**src/rtl/aes_arb_pkg.sv**
```systemverilog
// rtl/aes_arb_pkg.sv - widths, FSM states and key-size encoding for the AES core arbiter
package aes_arb_pkg;

  localparam int AES_BLK_W = 128;
  localparam int AES_KEY_W = 256;

  typedef enum logic [2:0] {
    ST_IDLE,
    ST_KEY_ISSUE,
    ST_KEY_WAIT,
    ST_BLK_ISSUE,
    ST_BLK_WAIT
  } arb_state_t;

  typedef enum logic {
    KEY_SIZE_128 = 1'b0,
    KEY_SIZE_256 = 1'b1
  } key_size_t;

endpackage

```
**src/rtl/aes_core_arbiter_if.sv**
```systemverilog
// rtl/aes_core_arbiter_if.sv - control and data lines between the arbiter and the shared aes_top core
interface aes_core_arbiter_if;
  import aes_arb_pkg::*;

  logic                 aes_en_cipher;
  logic                 aes_en_decipher;
  logic                 aes_en_key;
  logic                 aes128_mode;
  logic                 aes256_mode;
  logic [AES_KEY_W-1:0] aes_key;
  logic [AES_BLK_W-1:0] aes_in_blk;
  logic [AES_BLK_W-1:0] aes_out_blk;
  logic                 aes_op_in_progress;
  logic                 aes_done;

  modport master (
    output aes_en_cipher, aes_en_decipher, aes_en_key, aes128_mode, aes256_mode,
    output aes_key, aes_in_blk,
    input  aes_out_blk, aes_op_in_progress, aes_done
  );

  modport slave (
    input  aes_en_cipher, aes_en_decipher, aes_en_key, aes128_mode, aes256_mode,
    input  aes_key, aes_in_blk,
    output aes_out_blk, aes_op_in_progress, aes_done
  );

endinterface

```
**src/rtl/rr_arbiter.sv**
```systemverilog
// rtl/rr_arbiter.sv - combinational round-robin pick starting one past the last winner
module rr_arbiter #(
  parameter int  N  = 2,
  localparam int IW = (N > 1) ? $clog2(N) : 1
) (
  input  logic [N-1:0]  req,
  input  logic [IW-1:0] ptr,
  output logic [N-1:0]  gnt,
  output logic [IW-1:0] gnt_idx
);

  // walk from the farthest candidate back to the nearest so the nearest active request wins
  always_comb begin
    gnt     = '0;
    gnt_idx = '0;
    for (int k = N; k >= 1; k--) begin
      int j;
      j = int'(ptr) + k;
      if (j >= N) j = j - N;
      if (req[j]) begin
        gnt     = '0;
        gnt[j]  = 1'b1;
        gnt_idx = IW'(j);
      end
    end
  end

endmodule

```
**src/rtl/aes_core_arbiter.sv**
```systemverilog
// rtl/aes_core_arbiter.sv - shares one aes_top between key expansion and NUM_REQ block requesters
module aes_core_arbiter
  import aes_arb_pkg::*;
#(
  parameter int NUM_REQ          = 2,
  parameter int AES_BLK_BITS     = AES_BLK_W,
  parameter int AES_MAX_KEY_BITS = AES_KEY_W
) (
  input  logic                            clk,
  input  logic                            reset,
  input  logic                            key_valid,
  output logic                            key_ready,
  input  logic [AES_MAX_KEY_BITS-1:0]     key_in,
  input  logic                            key_aes256,
  input  logic                            key_invalidate,
  output logic                            key_expanded,
  input  logic [NUM_REQ-1:0]              req_valid,
  input  logic [NUM_REQ-1:0]              req_decrypt,
  input  logic [NUM_REQ*AES_BLK_BITS-1:0] req_blk,
  output logic [NUM_REQ-1:0]              req_ready,
  output logic [NUM_REQ-1:0]              rsp_valid,
  output logic [AES_BLK_BITS-1:0]         rsp_blk,
  aes_core_arbiter_if.master              core
);

  localparam int IW = (NUM_REQ > 1) ? $clog2(NUM_REQ) : 1;

  arb_state_t         state, state_next;
  logic [IW-1:0]      ptr, owner, gnt_idx;
  logic [NUM_REQ-1:0] gnt;
  logic               dec_q;
  logic               core_free;
  logic               grant_ok;

  rr_arbiter #(.N(NUM_REQ)) u_rr (
    .req     (req_valid),
    .ptr     (ptr),
    .gnt     (gnt),
    .gnt_idx (gnt_idx)
  );

  assign core_free = !core.aes_op_in_progress;

  // next state plus the accept strobes and one-cycle core enables; key load outranks blocks
  always_comb begin
    state_next           = state;
    key_ready            = 1'b0;
    grant_ok             = 1'b0;
    req_ready            = '0;
    core.aes_en_key      = 1'b0;
    core.aes_en_cipher   = 1'b0;
    core.aes_en_decipher = 1'b0;
    case (state)
      ST_IDLE: begin
        if (core_free && key_valid) begin
          key_ready  = 1'b1;
          state_next = ST_KEY_ISSUE;
        end else if (core_free && key_expanded && (|req_valid)) begin
          grant_ok   = 1'b1;
          req_ready  = gnt;
          state_next = ST_BLK_ISSUE;
        end
      end
      ST_KEY_ISSUE: begin
        core.aes_en_key = 1'b1;
        state_next      = ST_KEY_WAIT;
      end
      ST_KEY_WAIT: begin
        if (core.aes_done) state_next = ST_IDLE;
      end
      ST_BLK_ISSUE: begin
        core.aes_en_cipher   = !dec_q;
        core.aes_en_decipher = dec_q;
        state_next           = ST_BLK_WAIT;
      end
      ST_BLK_WAIT: begin
        if (core.aes_done) state_next = ST_IDLE;
      end
      default: state_next = ST_IDLE;
    endcase
  end

  // FSM state register
  always_ff @(posedge clk or negedge reset) begin
    if (!reset) state <= ST_IDLE;
    else        state <= state_next;
  end

  // key/mode latches, granted block, owner, RR pointer and the registered response
  always_ff @(posedge clk or negedge reset) begin
    if (!reset) begin
      core.aes_key     <= '0;
      core.aes128_mode <= 1'b0;
      core.aes256_mode <= 1'b0;
      core.aes_in_blk  <= '0;
      key_expanded     <= 1'b0;
      dec_q            <= 1'b0;
      owner            <= '0;
      ptr              <= IW'(NUM_REQ - 1);
      rsp_valid        <= '0;
      rsp_blk          <= '0;
    end else begin
      rsp_valid <= '0;
      if (key_ready) begin
        core.aes_key     <= key_in;
        core.aes128_mode <= (key_size_t'(key_aes256) == KEY_SIZE_128);
        core.aes256_mode <= (key_size_t'(key_aes256) == KEY_SIZE_256);
      end
      if (grant_ok) begin
        core.aes_in_blk <= req_blk[int'(gnt_idx)*AES_BLK_BITS +: AES_BLK_BITS];
        dec_q           <= req_decrypt[gnt_idx];
        owner           <= gnt_idx;
        ptr             <= gnt_idx;
      end
      // a fresh load wins over invalidate; an in-flight block still completes afterwards
      if (key_ready || key_invalidate)              key_expanded <= 1'b0;
      else if (state == ST_KEY_WAIT && core.aes_done) key_expanded <= 1'b1;
      if (state == ST_BLK_WAIT && core.aes_done) begin
        rsp_valid[owner] <= 1'b1;
        rsp_blk          <= core.aes_out_blk;
      end
    end
  end

endmodule

```
**src/flat_wrapper.sv**
```systemverilog
// flat-port wrapper written by rule: the top's interface ports become plain ports
module aes_core_arbiter_flat import aes_arb_pkg::*;
#(
  parameter int NUM_REQ          = 2,
  parameter int AES_BLK_BITS     = AES_BLK_W,
  parameter int AES_MAX_KEY_BITS = AES_KEY_W
)
  (clk, reset, key_valid, key_ready, key_in, key_aes256, key_invalidate, key_expanded, req_valid, req_decrypt, req_blk, req_ready, rsp_valid, rsp_blk, core_aes_en_cipher, core_aes_en_decipher, core_aes_en_key, core_aes128_mode, core_aes256_mode, core_aes_key, core_aes_in_blk, core_aes_out_blk, core_aes_op_in_progress, core_aes_done);
  aes_core_arbiter_if core_i ();
  input  logic clk;
  input  logic reset;
  input  logic key_valid;
  output logic key_ready;
  input  logic [AES_MAX_KEY_BITS-1:0] key_in;
  input  logic key_aes256;
  input  logic key_invalidate;
  output logic key_expanded;
  input  logic [NUM_REQ-1:0] req_valid;
  input  logic [NUM_REQ-1:0] req_decrypt;
  input  logic [NUM_REQ*AES_BLK_BITS-1:0] req_blk;
  output logic [NUM_REQ-1:0] req_ready;
  output logic [NUM_REQ-1:0] rsp_valid;
  output logic [AES_BLK_BITS-1:0] rsp_blk;
  output wire logic [$bits(core_i.aes_en_cipher)-1:0] core_aes_en_cipher;
  output wire logic [$bits(core_i.aes_en_decipher)-1:0] core_aes_en_decipher;
  output wire logic [$bits(core_i.aes_en_key)-1:0] core_aes_en_key;
  output wire logic [$bits(core_i.aes128_mode)-1:0] core_aes128_mode;
  output wire logic [$bits(core_i.aes256_mode)-1:0] core_aes256_mode;
  output wire logic [$bits(core_i.aes_key)-1:0] core_aes_key;
  output wire logic [$bits(core_i.aes_in_blk)-1:0] core_aes_in_blk;
  input wire logic [$bits(core_i.aes_out_blk)-1:0] core_aes_out_blk;
  input wire logic [$bits(core_i.aes_op_in_progress)-1:0] core_aes_op_in_progress;
  input wire logic [$bits(core_i.aes_done)-1:0] core_aes_done;
  assign core_aes_en_cipher = core_i.aes_en_cipher;
  assign core_aes_en_decipher = core_i.aes_en_decipher;
  assign core_aes_en_key = core_i.aes_en_key;
  assign core_aes128_mode = core_i.aes128_mode;
  assign core_aes256_mode = core_i.aes256_mode;
  assign core_aes_key = core_i.aes_key;
  assign core_aes_in_blk = core_i.aes_in_blk;
  assign core_i.aes_out_blk = core_aes_out_blk;
  assign core_i.aes_op_in_progress = core_aes_op_in_progress;
  assign core_i.aes_done = core_aes_done;
  aes_core_arbiter #(.NUM_REQ(NUM_REQ), .AES_BLK_BITS(AES_BLK_BITS), .AES_MAX_KEY_BITS(AES_MAX_KEY_BITS)) u_core (.clk(clk), .reset(reset), .key_valid(key_valid), .key_ready(key_ready), .key_in(key_in), .key_aes256(key_aes256), .key_invalidate(key_invalidate), .key_expanded(key_expanded), .req_valid(req_valid), .req_decrypt(req_decrypt), .req_blk(req_blk), .req_ready(req_ready), .rsp_valid(rsp_valid), .rsp_blk(rsp_blk), .core(core_i));
endmodule
```
**config.mk**
```make
export PLATFORM = sky130hd
export DESIGN_NAME = aes_core_arbiter_flat
export DESIGN_NICKNAME = d
export VERILOG_FILES = /design/src/rtl/aes_arb_pkg.sv /design/src/rtl/aes_core_arbiter_if.sv /design/src/rtl/rr_arbiter.sv /design/src/rtl/aes_core_arbiter.sv /design/src/flat_wrapper.sv
export SDC_FILE = /design/constraint.sdc
export NUM_CORES = 1
export LEC_CHECK = 0
export CAP_MARGIN = 20
export CORE_AREA = 2 2 456 458
export DETAILED_ROUTE_END_ITERATION = 8
export DIE_AREA = 0 0 458 460
export DONT_BUFFER_PORTS = 1
export PLACE_DENSITY_LB_ADDON = 0.12
export SLEW_MARGIN = 20
export SYNTH_ARGS = -nofsm -noshare
export SYNTH_HDL_FRONTEND = slang
export SYNTH_SLANG_ARGS = --single-unit
```
**constraint.sdc**
```tcl
create_clock -name clk -period 1.9 [get_ports clk]
set_input_delay 0.38 -clock clk [delete_from_list [all_inputs] [get_ports clk]]
set_output_delay 0.38 -clock clk [all_outputs]
set_load 0.02 [all_outputs]
```
# [Word-level counts from Yosys, hierarchy flattened]
# Index checks and enable logic that the tools add are counted.
[totals] ff_bits=523 input_bits=651 output_inout_bits=523 elab_cells=86
[op_classes] n_addsub=4 order_cmp=9 n_eq_ne=6 shift=1 mux=38 n_bitwise=1 reduce_logical=16
[ops] op="256-bit by 9-bit indexed part select with 128-bit output" n=1
[ops] op="32-bit by 1-bit greater-or-equal comparator with 1-bit output, second input constant" n=2
[ops] op="32-bit by 3-bit less-than comparator with 1-bit output, second input constant" n=2
[ops] op="32-bit 2-to-1 mux" n=2
[ops] op="32-bit by 3-bit greater-or-equal comparator with 1-bit output, second input constant" n=1
[ops] op="32-bit by 3-bit subtractor with 32-bit output, second input constant" n=1
[ops] op="1-bit 2-to-1 mux" n=23
[ops] op="2-bit 2-to-1 mux" n=6
[ops] op="3-bit one-hot mux with 4 select lines" n=1
[ops] op="3-bit 2-to-1 mux" n=3
[ops] op="1-bit logical AND" n=8
[ops] op="3-bit by 2-bit == test with 1-bit output, second input constant" n=2
[ops] op="1-bit by 2-bit less-than comparator with 1-bit output, second input constant" n=2
[ops] op="2-bit OR reduction" n=2
[ops] op="1-bit by 2-bit adder with 3-bit output, second input constant" n=1
[ops] op="1-bit demux with 1-bit select" n=3
[ops] op="3-bit by 1-bit == test with 1-bit output, second input constant" n=1
[ops] op="3-bit == test, second input constant" n=1
[ops] op="3-bit zero test" n=1
[ops] op="3-bit by 1-bit inequality test with 1-bit output, second input constant" n=1
[ops] op="2-bit by 2-bit subtractor with 3-bit output, second input constant" n=1
[ops] op="1-bit by 1-bit adder with 2-bit output, second input constant" n=1
[ops] op="2-bit greater-or-equal comparator, second input constant" n=1
[ops] op="1-bit zero test" n=2
[ops] op="other kinds (6)" n=6

# [Depth between registers and ports, before layout]
[depth] ltp_word=12 ltp_mapped=6

# [Modules after synthesis]
# Synthesis repeated with hierarchy kept, for this count alone.
[hier_totals] hier_cells=1276 hier_area_um2=21176.6
[modules_own_cells] mod="aes_core_arbiter" instances=1 cells_each=1272 area_per_inst_um2=21150.3
[modules_own_cells] mod="rr_arbiter" instances=1 cells_each=4 area_per_inst_um2=26.3

# [Worst setup path before layout]
# OpenSTA, ideal clock, no wires.
[synth_path] path_type="register -> output" start="register u_core.state[2]" end="output req_ready[0]" arrival_time_ns=1.749 slack_ns=-0.229 stages_incl_launch_ff=6 n_path_buf=2 cell_sequence="dfrtp_1 or3_4 nor4_4 buf_4 buf_4 and3_1"
[synth_via] elab_chain_cells=2
[synth_rtl] element="start: declaration" line_no="aes_core_arbiter.sv:28" text="arb_state_t state, state_next;"
[synth_rtl] element="start signal: assignment" line_no="aes_core_arbiter.sv:86" text="else state <= state_next;"
[synth_rtl] element="3-bit zero test" line_no="aes_core_arbiter.sv:53" text="case (state)"
[synth_rtl] element="2-bit 2-to-1 mux" line_no="aes_core_arbiter.sv:53"
[synth_rtl] element="end: declaration" line_no="flat_wrapper.sv:21" text="output logic [NUM_REQ-1:0] req_ready;"
# Every way passes these cells.

# [Final worst setup path]
[layout_path] start="register u_core.state[1]" end="output req_ready[0]"
# Same word-level chain as after synthesis.

==> qor_table.md <==
| Parameter | Reported | Unit |
|:---|:---|:---|
| Status | complete, but fails checks | - |
| Failing checks | negative hold slack, max-slew violations, negative setup slack | - |
| Net Sw Frac | 38.9 | % |
| Combinational share of power | 22.5 | % |
| Via count normalized by instance count | 3.03 | - |
| Hold Path Class | input pin to async pin | - |
| Pin count of the biggest net entering global routing | 524 | - |
| Element type at the critical path start | flop | - |
| Clock network fraction of design power | 25.9 | % |
| Final core utilization | 17.9 | % |
| Sequential cell area fraction in the yosys report | 62.1 | % |
| Basic-gate share of the synthesized area counting and, or, nand and nor cells | 0.594 | % |
| Quantity of I/O buffers inserted on ports | 0 | - |
| Clock Path Buffers | 3 | - |
| Peak supply drop | 758 | uV |
| Inserted Clock Buffers | 74 | - |
| Layout-stage area growth over the synthesis result | 75.3 | % |
| Endpoint kind of the worst setup timing path | primary output | - |
| Count of mapped cells out of synthesis | 1270 | - |
| Total of flip-flops plus latches after synthesis | 523 | - |
| Worst slew margin relative to its limit | -12.1 | % |
| Warnings from Yosys | 0 | - |
| Row cnt | 167 | - |
| Worst slack, placed | -0.392 | ns |
| Layout filler cell count | 22334 | - |
| Combinational family with the most area after synthesis | multiplexers | - |
| Post-synth net total | 1921 | - |
| Most common cell after layout, fill and taps aside | dlygate4sd3_1 | - |
| Cell chain of the critical path | or3_4, buf_6, nor4_4, buf_12, and3_4 | - |
| Post-detailed-routing wire length | 116000 | um |
| Min Hold Slack | -0.596 | ns |
| Overall power after layout | 54.6 | mW |
| Worst-case clock skew | 0.0420 | ns |
| Share of synthesized cell area in full adder, half adder and majority cells | 0 | % |
| Pwr Density | 1480 | nW/um^2 |
| Max stage delay on crit path | 0.40 | ns |
| Maximum fanout count along the critical path | 3 | - |
| Via count | 14786 | - |
| Die Y | 460 | um |
| XOR/XNOR Fraction of Synth Area | 0 | % |
| Crit-path leading delay family | simple AND/OR/NAND/NOR gates | - |
| Vias in the first global route | 16217 | - |
| Commonest cells after routing, fill and taps aside | dlygate4sd3_1 (645), dfrtp_1 (520), mux2_4 (355), mux2_2 (278), clkbuf_16 (101) | - |
| P_leak | 15.4 | nW |
| Dominant register cell in the synthesized netlist | dfrtp_1 | - |
| Drc violations | 0 | - |
| Setup CP Type | flop to primary output | - |
| # Max-Cap Violations | 0 | - |
| Setup repair after global routing missed its margin | yes | - |
| Max-slew violations | 133 | - |
| First-iteration detailed-routing DRC count | 529 | - |
| Clk pin slew, worst setup/hold paths | 0.06 | ns |
| Clk Latency, worst-skew pair | 0.69 | ns |
| Share of layout cells above drive strength 1 | 43.1 | % |
| Maximum level of the CTS H-tree | 3 | - |
| Async SR Flop Fraction | 100 | % |
| CP required | 1.52 | ns |
| Hold_buf cts | 645 | - |
| Initial antenna violation count | 101 | - |
| Final #Nets | 2729 | - |
| Number of detailed-route iterations in the first pass | 4 | - |
| First-pass GRT wire length | 146000 | um |
| Slew at the pin closest to its max-slew limit | 1.68 | ns |
| Final number of hold-violating endpoints | 523 | - |
| Number of synthesized flops with an enable pin | 0 | - |
| Routability-driven placement congestion ratio | 0.799 | - |
| Average wire length per cell after detail routing | 23.8 | um |
| Buffer cell driving the clock tree root | clkbuf_16 | - |
| Timing-limited maximum frequency | 0.375 | GHz |
| Number of setup violations in the final report | 389 | - |
| Final critical-path share of the clock period | 140 | % |
| TritonCTS clock tree | built | - |
| Core Region | 206000 | um^2 |
| Final global-route overflow total | 0 | - |
| Mux contribution to synthesized area | 34.5 | % |
| Compound-cell area share of the yosys netlist | 0.220 | % |
| Total global routing track utilization | 10.1 | % |
| Starting density of the core | 10.2 | % |
| Cell with the largest stage delay on the worst path | or3_4 | - |
| Net switching component of the power | 21.3 | mW |
| Final HPWL from detailed placement | 85900 | um |
| Floorplan die width | 458 | um |
| Critical path buffer and inverter count | 2 | - |
| Final setup slack of the worst path | -0.763 | ns |
| Crit path arrival time | 2.28 | ns |
| Post-route minimum period | 2.66 | ns |
| Clock Sink Count | 523 | - |
| Synthesized area | 21100 | um^2 |
| Internal Pwr Total | 33.4 | mW |
| Number of distinct library cells after synthesis | 26 | - |
| Total Die Area | 211000 | um^2 |
| Average instance area after synthesis | 16.6 | um^2 |
| Portion of total power attributed to sequential cells | 51.6 | % |
| Number of top-level design ports | 1174 | - |
| Number of nets with antenna violations after routing | 0 | - |
==> power by group through the flow <==
| stage | logic (mW) | registers (mW) | clock network, mW |
|---|---|---|---|
| after detailed placement | 8.89 | 28.5 | 0 |
| final | 12.3 | 28.2 | 14.2 |
| after global routing | 13.1 | 28.9 | 15.3 |
| after global placement | 8.63 | 28.8 | 0 |
| after CTS | 10.7 | 28.4 | 14.9 |
| after floorplan | 7.80 | 25.1 | 0 |
==> registers in the layout, indices dropped and copies added, names as in the netlist <==
name and cells:
u_core.key_expanded 1, u_core.core.aes_in_blk 128, u_core.core.aes128_mode 1, u_core.rsp_blk 128
u_core.state 3, u_core.core.aes_key 256, u_core.ptr 1, u_core.dec_q 1
u_core.rsp_valid 2, u_core.core.aes256_mode 1, u_core.owner 1
==> cells by family (layout without fill, tap and decap cells) <==
kind of cell / Yosys count / in the layout
other cells: 0 / 36
buf+inv: 75 / 940
mux: 646 / 646
flops: 523 / 523
simple gates: 19 / 19
compound gates: 7 / 7
==> per-layer routing <==
metal  vias to the layer above  global-route usage (%)  part of all wire (%)
met4                        74                    4.52                   4.2
met2                       889                    16.5                    47
li1                       6234                       -                     -
met5                         -                       0                  0.40
met1                      7336                    10.5                    37
met3                       253                    5.63                    11
==> cell type report <==
class | instances | area, um^2 | area share [%]
Clock buffer | 109 | 2140 | 5.81
Sequential cell | 523 | 13100 | 35.4
Timing Repair Buffer | 803 | 9060 | 24.5
Tap cell | 2704 | 3380 | 9.16
Inverter | 4 | 31.3 | 0.0847
Clock inverter | 24 | 289 | 0.783
Multi-Input combinational cell | 672 | 8840 | 23.9
Antenna cell | 36 | 90.1 | 0.244
==> Yosys cell counts, drive strengths merged, types with 2 or more instances <==
| cell | instances | area share, % |
|---|---|---|
| mux2 | 645 | 34 |
| buf | 57 | 2.2 |
| nor2 | 2 | 0.036 |
| clkbuf | 14 | 0.25 |
| inv | 3 | 0.053 |
| o21ai | 2 | 0.048 |
| nor3 | 3 | 0.071 |
| nor2b | 2 | 0.059 |
| and3 | 3 | 0.089 |
| or3 | 3 | 0.14 |
| a211oi | 2 | 0.071 |
| nand2 | 4 | 0.071 |
| dfrtp | 522 | 62 |
==> stage by stage <==
step	cells	instance area [um^2]	setup TNS, ns
after global routing	4858	36900	-230.23
after detailed placement	3986	25700	-110.58
after global placement	3986	25700	-118.51
after floorplan	1270	22100	-30.08
after CTS	4778	35000	-169.60
final	4875	36900	-183.11
==> path summary, 6_finish.rpt <==
path	start	endpoint	slack, ns	depth (start not counted)
max	u_core.state[1]$_DFFE_PN0P_	req_ready[0]	-0.76	5
min	reset	u_core.rsp_blk[45]$_DFFE_PN0P_	-0.60	0
max reg2reg	u_core.state[1]$_DFFE_PN0P_	u_core.core.aes_key[34]$_DFFE_PN0P_	-0.60	9
min reg2reg	u_core.owner$_DFFE_PN0P_	u_core.rsp_valid[0]$_DFF_PN0_	0.45	1
max in group asynchronous	reset	u_core.core.aes_key[81]$_DFFE_PN0P_	1.13	0
min in group clk	key_valid	u_core.state[1]$_DFFE_PN0P_	0.14	3
==> worst register-to-register path, stage by stage, from the launching register on <==
cell	delay, ns
dfrtp_1	0.38
or3_4	0.40
or3_4	0.44
inv_16	0.09
buf_6	0.10
buf_12	0.14
buf_16	0.20
buf_12	0.21
clkbuf_16	0.17
mux2_4	0.29
==> repair_timing <==
action                     4_1_cts  5_1_grt
cloned                           5       32
setup endpoints to repair      429      469
setup buffers                   12       32
hold endpoints to repair      1041      523
pin swaps                        4        8
resized for setup               44      234
(Power assumes the default switching activity.)
